**config.mk**
```make
export PLATFORM = sky130hd
export DESIGN_NAME = e203_clkgate_mgr
export DESIGN_NICKNAME = d
export VERILOG_FILES = /design/src/rtl/e203_clkgate_mgr_pkg.sv /design/src/rtl/e203_clkgate.sv /design/src/rtl/e203_clkgate_chan.sv /design/src/rtl/e203_clkgate_mgr.sv
export SDC_FILE = /design/constraint.sdc
export NUM_CORES = 1
export LEC_CHECK = 0
export CAP_MARGIN = 20
export CORE_UTILIZATION = 45
export CTS_CLUSTER_SIZE = 30
export DETAILED_ROUTE_END_ITERATION = 10
export PLACE_DENSITY = 0.65
export SLEW_MARGIN = 10
export SYNTH_ARGS = -nofsm -noshare
export SYNTH_HDL_FRONTEND = slang
export SYNTH_SLANG_ARGS = --single-unit
```
**constraint.sdc**
```tcl
create_clock -name clk -period 2.27 [get_ports clk]
set_input_delay 0.681 -clock clk [delete_from_list [all_inputs] [get_ports clk]]
set_output_delay 0.681 -clock clk [all_outputs]
set_load 0.05 [all_outputs]
```
**src/rtl/e203_clkgate_mgr_pkg.sv**
```systemverilog
// Shared definitions for the multi-channel clock gate manager:
// per-channel state encoding and the counter width helper.
package e203_clkgate_mgr_pkg;

   typedef enum logic [2:0] {
      ST_RUN  = 3'd0,
      ST_HOLD = 3'd1,
      ST_OFF  = 3'd2,
      ST_LS   = 3'd3,
      ST_WAKE = 3'd4
   } chan_st_e;

   // Counter must hold the larger of the two reload values; never narrower than 1 bit.
   function automatic int cw_of(input int hold_cyc, input int ls_dly);
      int mx;
      int w;
      mx = (hold_cyc > ls_dly) ? hold_cyc : ls_dly;
      w  = $clog2(mx + 1);
      return (w < 1) ? 1 : w;
   endfunction

endpackage

```
**src/rtl/e203_clkgate.sv**
```systemverilog
// Glitch-free clock gate: enable is captured while the clock is low and
// held through the high phase; test_mode forces the clock through.
module e203_clkgate (
   input  logic clk_in,
   input  logic test_mode,
   input  logic clock_en,
   output logic clk_out
);

   logic enb;

   always_latch begin
      if (!clk_in) enb = clock_en | test_mode;
   end

   assign clk_out = enb & clk_in;

endmodule

```
**src/rtl/e203_clkgate_chan.sv**
```systemverilog
// One gated clock domain: RUN/HOLD/OFF/LS/WAKE sequencing, hold-off and
// light-sleep counter, registered light-sleep output and ready flag.
module e203_clkgate_chan
   import e203_clkgate_mgr_pkg::*;
#(
   parameter int HOLD_CYC = 1,
   parameter int LS_DLY   = 4,
   parameter bit LS_EN    = 1'b0,
   parameter int CW       = 3
) (
   input  logic clk,
   input  logic rst,
   input  logic test_mode,
   input  logic req,
   output logic clk_out,
   output logic ls,
   output logic rdy,
   output logic idle
);

   localparam logic [CW-1:0] HOLD_LD   = CW'((HOLD_CYC > 0) ? HOLD_CYC - 1 : 0);
   localparam logic [CW-1:0] OFF_LD    = CW'((LS_DLY > 0) ? LS_DLY - 1 : 0);
   localparam bit            OFF_TO_LS = LS_EN && (LS_DLY == 0);

   chan_st_e        st;
   logic [CW-1:0]   cnt;
   logic            ls_q;
   logic            en;

   always_ff @(posedge clk or posedge rst) begin
      if (rst) begin
         st   <= ST_RUN;
         cnt  <= '0;
         ls_q <= 1'b0;
      end else begin
         case (st)
            ST_RUN: begin
               if (!req) begin
                  if (HOLD_CYC > 0) begin
                     st  <= ST_HOLD;
                     cnt <= HOLD_LD;
                  end else begin
                     st   <= OFF_TO_LS ? ST_LS : ST_OFF;
                     cnt  <= OFF_LD;
                     ls_q <= OFF_TO_LS;
                  end
               end
            end
            ST_HOLD: begin
               if (req) begin
                  st <= ST_RUN;
               end else if (cnt == '0) begin
                  st   <= OFF_TO_LS ? ST_LS : ST_OFF;
                  cnt  <= OFF_LD;
                  ls_q <= OFF_TO_LS;
               end else begin
                  cnt <= cnt - 1'b1;
               end
            end
            // Non-memory channels park here with the counter frozen.
            ST_OFF: begin
               if (req) begin
                  st <= ST_RUN;
               end else if (LS_EN) begin
                  if (cnt == '0) begin
                     st   <= ST_LS;
                     ls_q <= 1'b1;
                  end else begin
                     cnt <= cnt - 1'b1;
                  end
               end
            end
            ST_LS: begin
               if (req) begin
                  st   <= ST_WAKE;
                  ls_q <= 1'b0;
               end
            end
            ST_WAKE: st <= ST_RUN;
            default: begin
               st   <= ST_RUN;
               ls_q <= 1'b0;
            end
         endcase
      end
   end

   // Combinational req term gives the clock back in the same cycle it is asked for.
   assign en   = req | (st == ST_RUN) | (st == ST_HOLD) | (st == ST_WAKE);
   assign ls   = ls_q & ~test_mode;
   assign rdy  = en & (st != ST_LS) & (st != ST_WAKE);
   assign idle = (st == ST_OFF) | (st == ST_LS);

   e203_clkgate u_cg (
      .clk_in    (clk),
      .test_mode (test_mode),
      .clock_en  (en),
      .clk_out   (clk_out)
   );

endmodule

```
**src/rtl/e203_clkgate_mgr.sv**
```systemverilog
// Multi-channel clock gate manager: request decode, one gating channel per
// domain, registered all-idle flag and the always-on clock.
module e203_clkgate_mgr
   import e203_clkgate_mgr_pkg::*;
#(
   parameter int              N_CH     = 6,
   parameter logic [N_CH-1:0] WFI_MASK = 6'b000001,
   parameter logic [N_CH-1:0] LS_MASK  = 6'b110000,
   parameter int              HOLD_CYC = 1,
   parameter int              LS_DLY   = 4
) (
   input  logic            clk,
   input  logic            rst,
   input  logic            test_mode,
   input  logic            core_cgstop,
   input  logic            core_wfi,
   input  logic [N_CH-1:0] chan_active,
   output logic [N_CH-1:0] clk_out,
   output logic [N_CH-1:0] chan_ls,
   output logic [N_CH-1:0] chan_rdy,
   output logic            clk_aon,
   output logic            all_idle
);

   localparam int CW = cw_of(HOLD_CYC, LS_DLY);

   logic [N_CH-1:0] req;
   logic [N_CH-1:0] idle;

   assign req = {N_CH{core_cgstop}} | (chan_active & ~({N_CH{core_wfi}} & WFI_MASK));

   for (genvar gi = 0; gi < N_CH; gi++) begin : g_chan
      e203_clkgate_chan #(
         .HOLD_CYC (HOLD_CYC),
         .LS_DLY   (LS_DLY),
         .LS_EN    (LS_MASK[gi]),
         .CW       (CW)
      ) u_chan (
         .clk       (clk),
         .rst       (rst),
         .test_mode (test_mode),
         .req       (req[gi]),
         .clk_out   (clk_out[gi]),
         .ls        (chan_ls[gi]),
         .rdy       (chan_rdy[gi]),
         .idle      (idle[gi])
      );
   end

   always_ff @(posedge clk or posedge rst) begin
      if (rst) all_idle <= 1'b0;
      else     all_idle <= &idle;
   end

   assign clk_aon = clk;

endmodule

```
==> Word-level counts from Yosys, hierarchy flattened <==
Cells that the tools add are included.
{ "totals": {"reg_bits": 43, "latch_bits": 6, "mem_bits_rw": 0, "mem_bits_ro": 0, "output_inout_bits": 20, "word_cells": 316, "n_memories": 0} }
{ "classes": {"add_sub_neg": 6, "n_mul": 0, "div_mod_pow": 0, "magnitude_cmp": 0, "eq_ne": 78, "shifts": 0, "mux": 100, "bitwise": 64, "n_reduce_logical": 43} }
{ "op_table": {"columns": ["cell", "count"], "rows": [
  ["3-bit two-way mux", 54],
  ["3-bit case mux with 4 select lines", 6],
  ["2-bit != test, second input constant", 26],
  ["3-bit by 2-bit != test with 1-bit output, second input constant", 14],
  ["4-bit AND reduction", 10],
  ["3-bit by 2-bit equality test with 1-bit output, second input constant", 12],
  ["3-bit logical NOT", 12],
  ["1-bit OR", 30],
  ["1-bit two-way mux", 28],
  ["1-bit AND", 24],
  ["3-bit case mux with 2 select lines", 4],
  ["3-bit by 1-bit equality test with 1-bit output, second input constant", 6],
  ["3-bit equality test, second input constant", 6],
  ["3-bit != test, second input constant", 6],
  ["3-bit case mux with 3 select lines", 2],
  ["6-bit AND reduction", 3],
  ["3-bit by 1-bit subtractor with 3-bit output, second input constant", 6],
  ["2-bit by 1-bit != test with 1-bit output, second input constant", 8],
  ["1-bit case mux with 3 select lines", 4],
  ["3-bit AND reduction", 4],
  ["3-bit OR reduction", 4],
  ["5-bit AND reduction", 2],
  ["1-bit case mux with 4 select lines", 2],
  ["2-bit nonzero test", 4],
  ["6 further kinds", 14]
]} }

==> Logic depth before layout (Yosys ltp) <==
{ "logic_depth": {"ltp_word": 8, "depth_mapped": 6, "mapped_depth_nobuf": 6} }

==> By module <==
From an unflattened synthesis, not the netlist that was laid out.
{ "hier_totals": {"cells_unflattened": 285, "hier_area_um2": 2663.8} }
{ "modules_own_cells": {"columns": ["mod", "n_inst", "cells_per_inst", "area_per_inst_um2", "seq_area_each_um2"], "rows": [
  ["e203_clkgate_chan (g_chan[0].u_chan ...)", 3, 35, 357.8, 150.1],
  ["e203_clkgate_chan (g_chan[4].u_chan ...)", 2, 55, 474.2, 175.2],
  ["e203_clkgate_chan (g_chan[2].u_chan)", 1, 39, 382.9, 150.1],
  ["e203_clkgate", 6, 3, 27.5, 0.0],
  ["e203_clkgate_mgr", 1, 13, 93.8, 25.0]
]} }

==> metrics.csv <==
stage,metric,value,unit
final_layout,utilization,59.6,%
synth,syn_area,0.00256,mm²
die,placementRows,27,
synth,synth_area_leaders,"dfrtp_1 38%, ha_1 5.9%, buf_4 5.6%, o21ai_0 4.9%, inv_1 4.0%",
flow_run,cap_violations,0,
synth,yosysWarnings,0,
routing,drt-wirelength-per-cell,13.1,µm
worst_setup_path,cp.arrival,2230,ps
worst_setup_path,reg2reg_depth,2,
worst_setup_path,end_kind,primary output,
clock_tree,ctsHoldBuffers,0,
routing,route.antenna.remaining_nets,0,
global_routing,grt_max_degree,40,
die,core,0.00551,mm²
outcome,failed_checks,negative setup slack,
pwr,intPower,0.00203,W
pwr,vdd_drop_max,0.000678,V
worst_setup_path,worstSetupPathType,latch to primary output,
die,die-width,77.4,µm
worst_setup_path,cp.required,1590,ps
synth,synth-edff-count,0,
synth,synth_top_area_share,38.2,%
pwr,cellLeakagePower,1.54,nW
global_routing,grt_pass1_wl,8810,µm
global_routing,antenna_found_initial,0,
pwr,switching_power,0.00136,W
synth,synth_most_common_cell,dfrtp_1,
placement,gp_congestion,0.754,
final_layout,area_growth,28.3,%
die,pin_count,31,
pwr,power_density,1030,mW/mm²
sta,setup_ws,-637,ps
placement,io_buffers,26,
routing,dr_total_vias,2153,
pwr,swShare,40.1,%
final_layout,drive_above_1_share,23.7,%
global_routing,grt_remaining_overflow,0,
die,dieArea,0.00599,mm²
pwr,p_seq_share,27.4,%
synth,synth_cells,290,
sta,tightest_slew,509,ps
worst_hold_path,hold_path_depth,1,
sta,rsz0062_at_grt,yes,
sta,slew_headroom,66.0,%
sta,finalMaxSlewViolations,0,
placement,dpl.hpwl,3580,µm
final_layout,diodes,0,
synth,yosysUniqueCellTypes,49,
clock_tree,clkLatencyLatePin,400,ps
outcome,status,finished with violations,
global_routing,groute.usage.overall,19.2,%
sta,fin_skew,9.48,ps
worst_setup_path,cp-start-kind,latch,
sta,setup_viol,12,
clock_tree,cts_tree,done,
synth,synth_top_flop_cell,dfrtp_1,
routing,viasPerCell,5.37,
synth,synth_common_cells,"39 x dfrtp_1, 27 x inv_1, 25 x o21ai_0",
sta,final-hold-violation-count,0,
synth,ys_ff_latch,45,
routing,drcViolationCount,0,
routing,drt_iter0_drc,79,
die,initial_core_util,46.4,%
routing,dr.pass1.iters,4,
final_layout,nets,350,
synth,yosysTopAreaCell,dfrtp_1,
worst_setup_path,cp_max_fo,1,
routing,finalWirelength,5270,µm
sta,fin_tns_setup,-3760,ps
synth,syn_avg_cell_area,8.81,µm²
synth,async_flop_share,86.7,%
global_routing,grt_pass1_vias,2062,
pwr,clockPowerShare,53.5,%
die,die-height,77.4,µm
clock_tree,path_clk_slew,80,ps
worst_hold_path,hold_class,flip-flop to flip-flop,
pwr,power_frac_comb,19.1,%
[worst paths after layout]
path	startpoint	slack, ps	end
min	g_chan[5].u_chan.cnt[2]$_DFFE_PP0P_	500	g_chan[5].u_chan.cnt[2]$_DFFE_PP0P_
max	g_chan[5].u_chan.u_cg.enb$_DLATCH_N_	-640	clk_out[5]
max reg2reg	g_chan[2].u_chan.st[2]$_DFFE_PP0P_	170	g_chan[2].u_chan.u_cg.enb$_DLATCH_N_
max in group asynchronous	rst	1410	g_chan[0].u_chan.st[1]$_DFFE_PP0P_
min reg2reg	g_chan[5].u_chan.cnt[2]$_DFFE_PP0P_	500	g_chan[5].u_chan.cnt[2]$_DFFE_PP0P_
min in group asynchronous	rst	640	g_chan[1].u_chan.cnt[1]$_DFFE_PP0P_
[layer usage]
layer | global-route usage, % | wire, µm
met1 | 23.3 | 2440
met5 | 0 | 0
met3 | 7.53 | 249
met2 | 28.5 | 2460
met4 | 11.7 | 110
[stage by stage]
stage	power [W]	instances	hold WS [ps]	worst slack, ps	instance area [µm²]
3_5_place_dp	0.00236	388	479	-1420	3030
6_report	0.00339	401	499	-637	3280
3_3_place_gp	0.00234	388	478	-1430	3030
2_1_floorplan	0.00223	293	451	-180	2610
4_1_cts	0.00341	401	493	-647	3250
5_1_grt	0.00358	401	517	-672	3280
[cell type report]
class	count	area (µm²)
well taps	72	90.1
flip-flops and latches	45	1070
multi-input cells	193	1290
clock buffers	20	251
fillers	468	2230
inverters	27	101
repair buffers	44	478
[power by group through the flow]
stage / Sequential (W) / Clock (W) / Combinational (W)
5_1_grt: 0.000943 / 0.00191 / 0.000729
3_3_place_gp: 0.000938 / 0.000784 / 0.000621
4_1_cts: 0.000926 / 0.00184 / 0.000648
6_report: 0.000929 / 0.00181 / 0.000649
3_5_place_dp: 0.000941 / 0.000784 / 0.000636
2_1_floorplan: 0.000916 / 0.000833 / 0.000476
[worst max-delay path, cell delays in order, from the launching register on]
cell and delay, ps:
dlxtn_1 400, and2_4 140, buf_8 140
[cells by family (layout without fill, tap and decap cells)]
kind of cell,count (synthesis),after routing,synth area share [%]
fa+ha+maj,15,15,7.05
other cells,1,4,0.147
buf+inv,55,91,10.9
flops,39,39,38.2
mux,2,2,0.832
xor+xnor,2,2,0.685
latches,6,6,3.52
compound gates,74,74,17.8
simple gates,96,96,20.9
[state kept, by name, summed over array words and instances, names as in the netlist]
register,flops
all_idle,1
g_chan.u_chan.cnt,18
g_chan.u_chan.st,18
g_chan.u_chan.u_cg.enb,6
g_chan.u_chan.ls_q,2
[cell usage in the layout (no fill, tap or decap), drive strengths merged, types with 4 or more instances in the layout]
| cell | count |
|---|---|
| buf | 40 |
| dfrtp | 39 |
| inv | 27 |
| o21ai | 26 |
| nor2 | 22 |
| a21oi | 17 |
| clkbuf | 14 |
| nand2 | 13 |
| ha | 12 |
| nor2b | 10 |
| and2 | 8 |
| a31oi | 6 |
| dlygate4sd2 | 6 |
| dlxtn | 6 |
| or3 | 5 |
| nand3 | 5 |
| nor4b | 5 |
| nor4 | 4 |
| nand2b | 4 |
| a21o | 4 |
| conb | 4 |
| o22ai | 4 |
[timing repair]
| action | CTS | global route |
|---|---|---|
| buffers inserted | 1 | 0 |
| gates resized for setup | 87 | 11 |
| hold endpoints to repair | 0 | 0 |
| setup endpoints to repair | 21 | 20 |
| pin swaps | 4 | 1 |
Power figures use the tool's default switching activity.
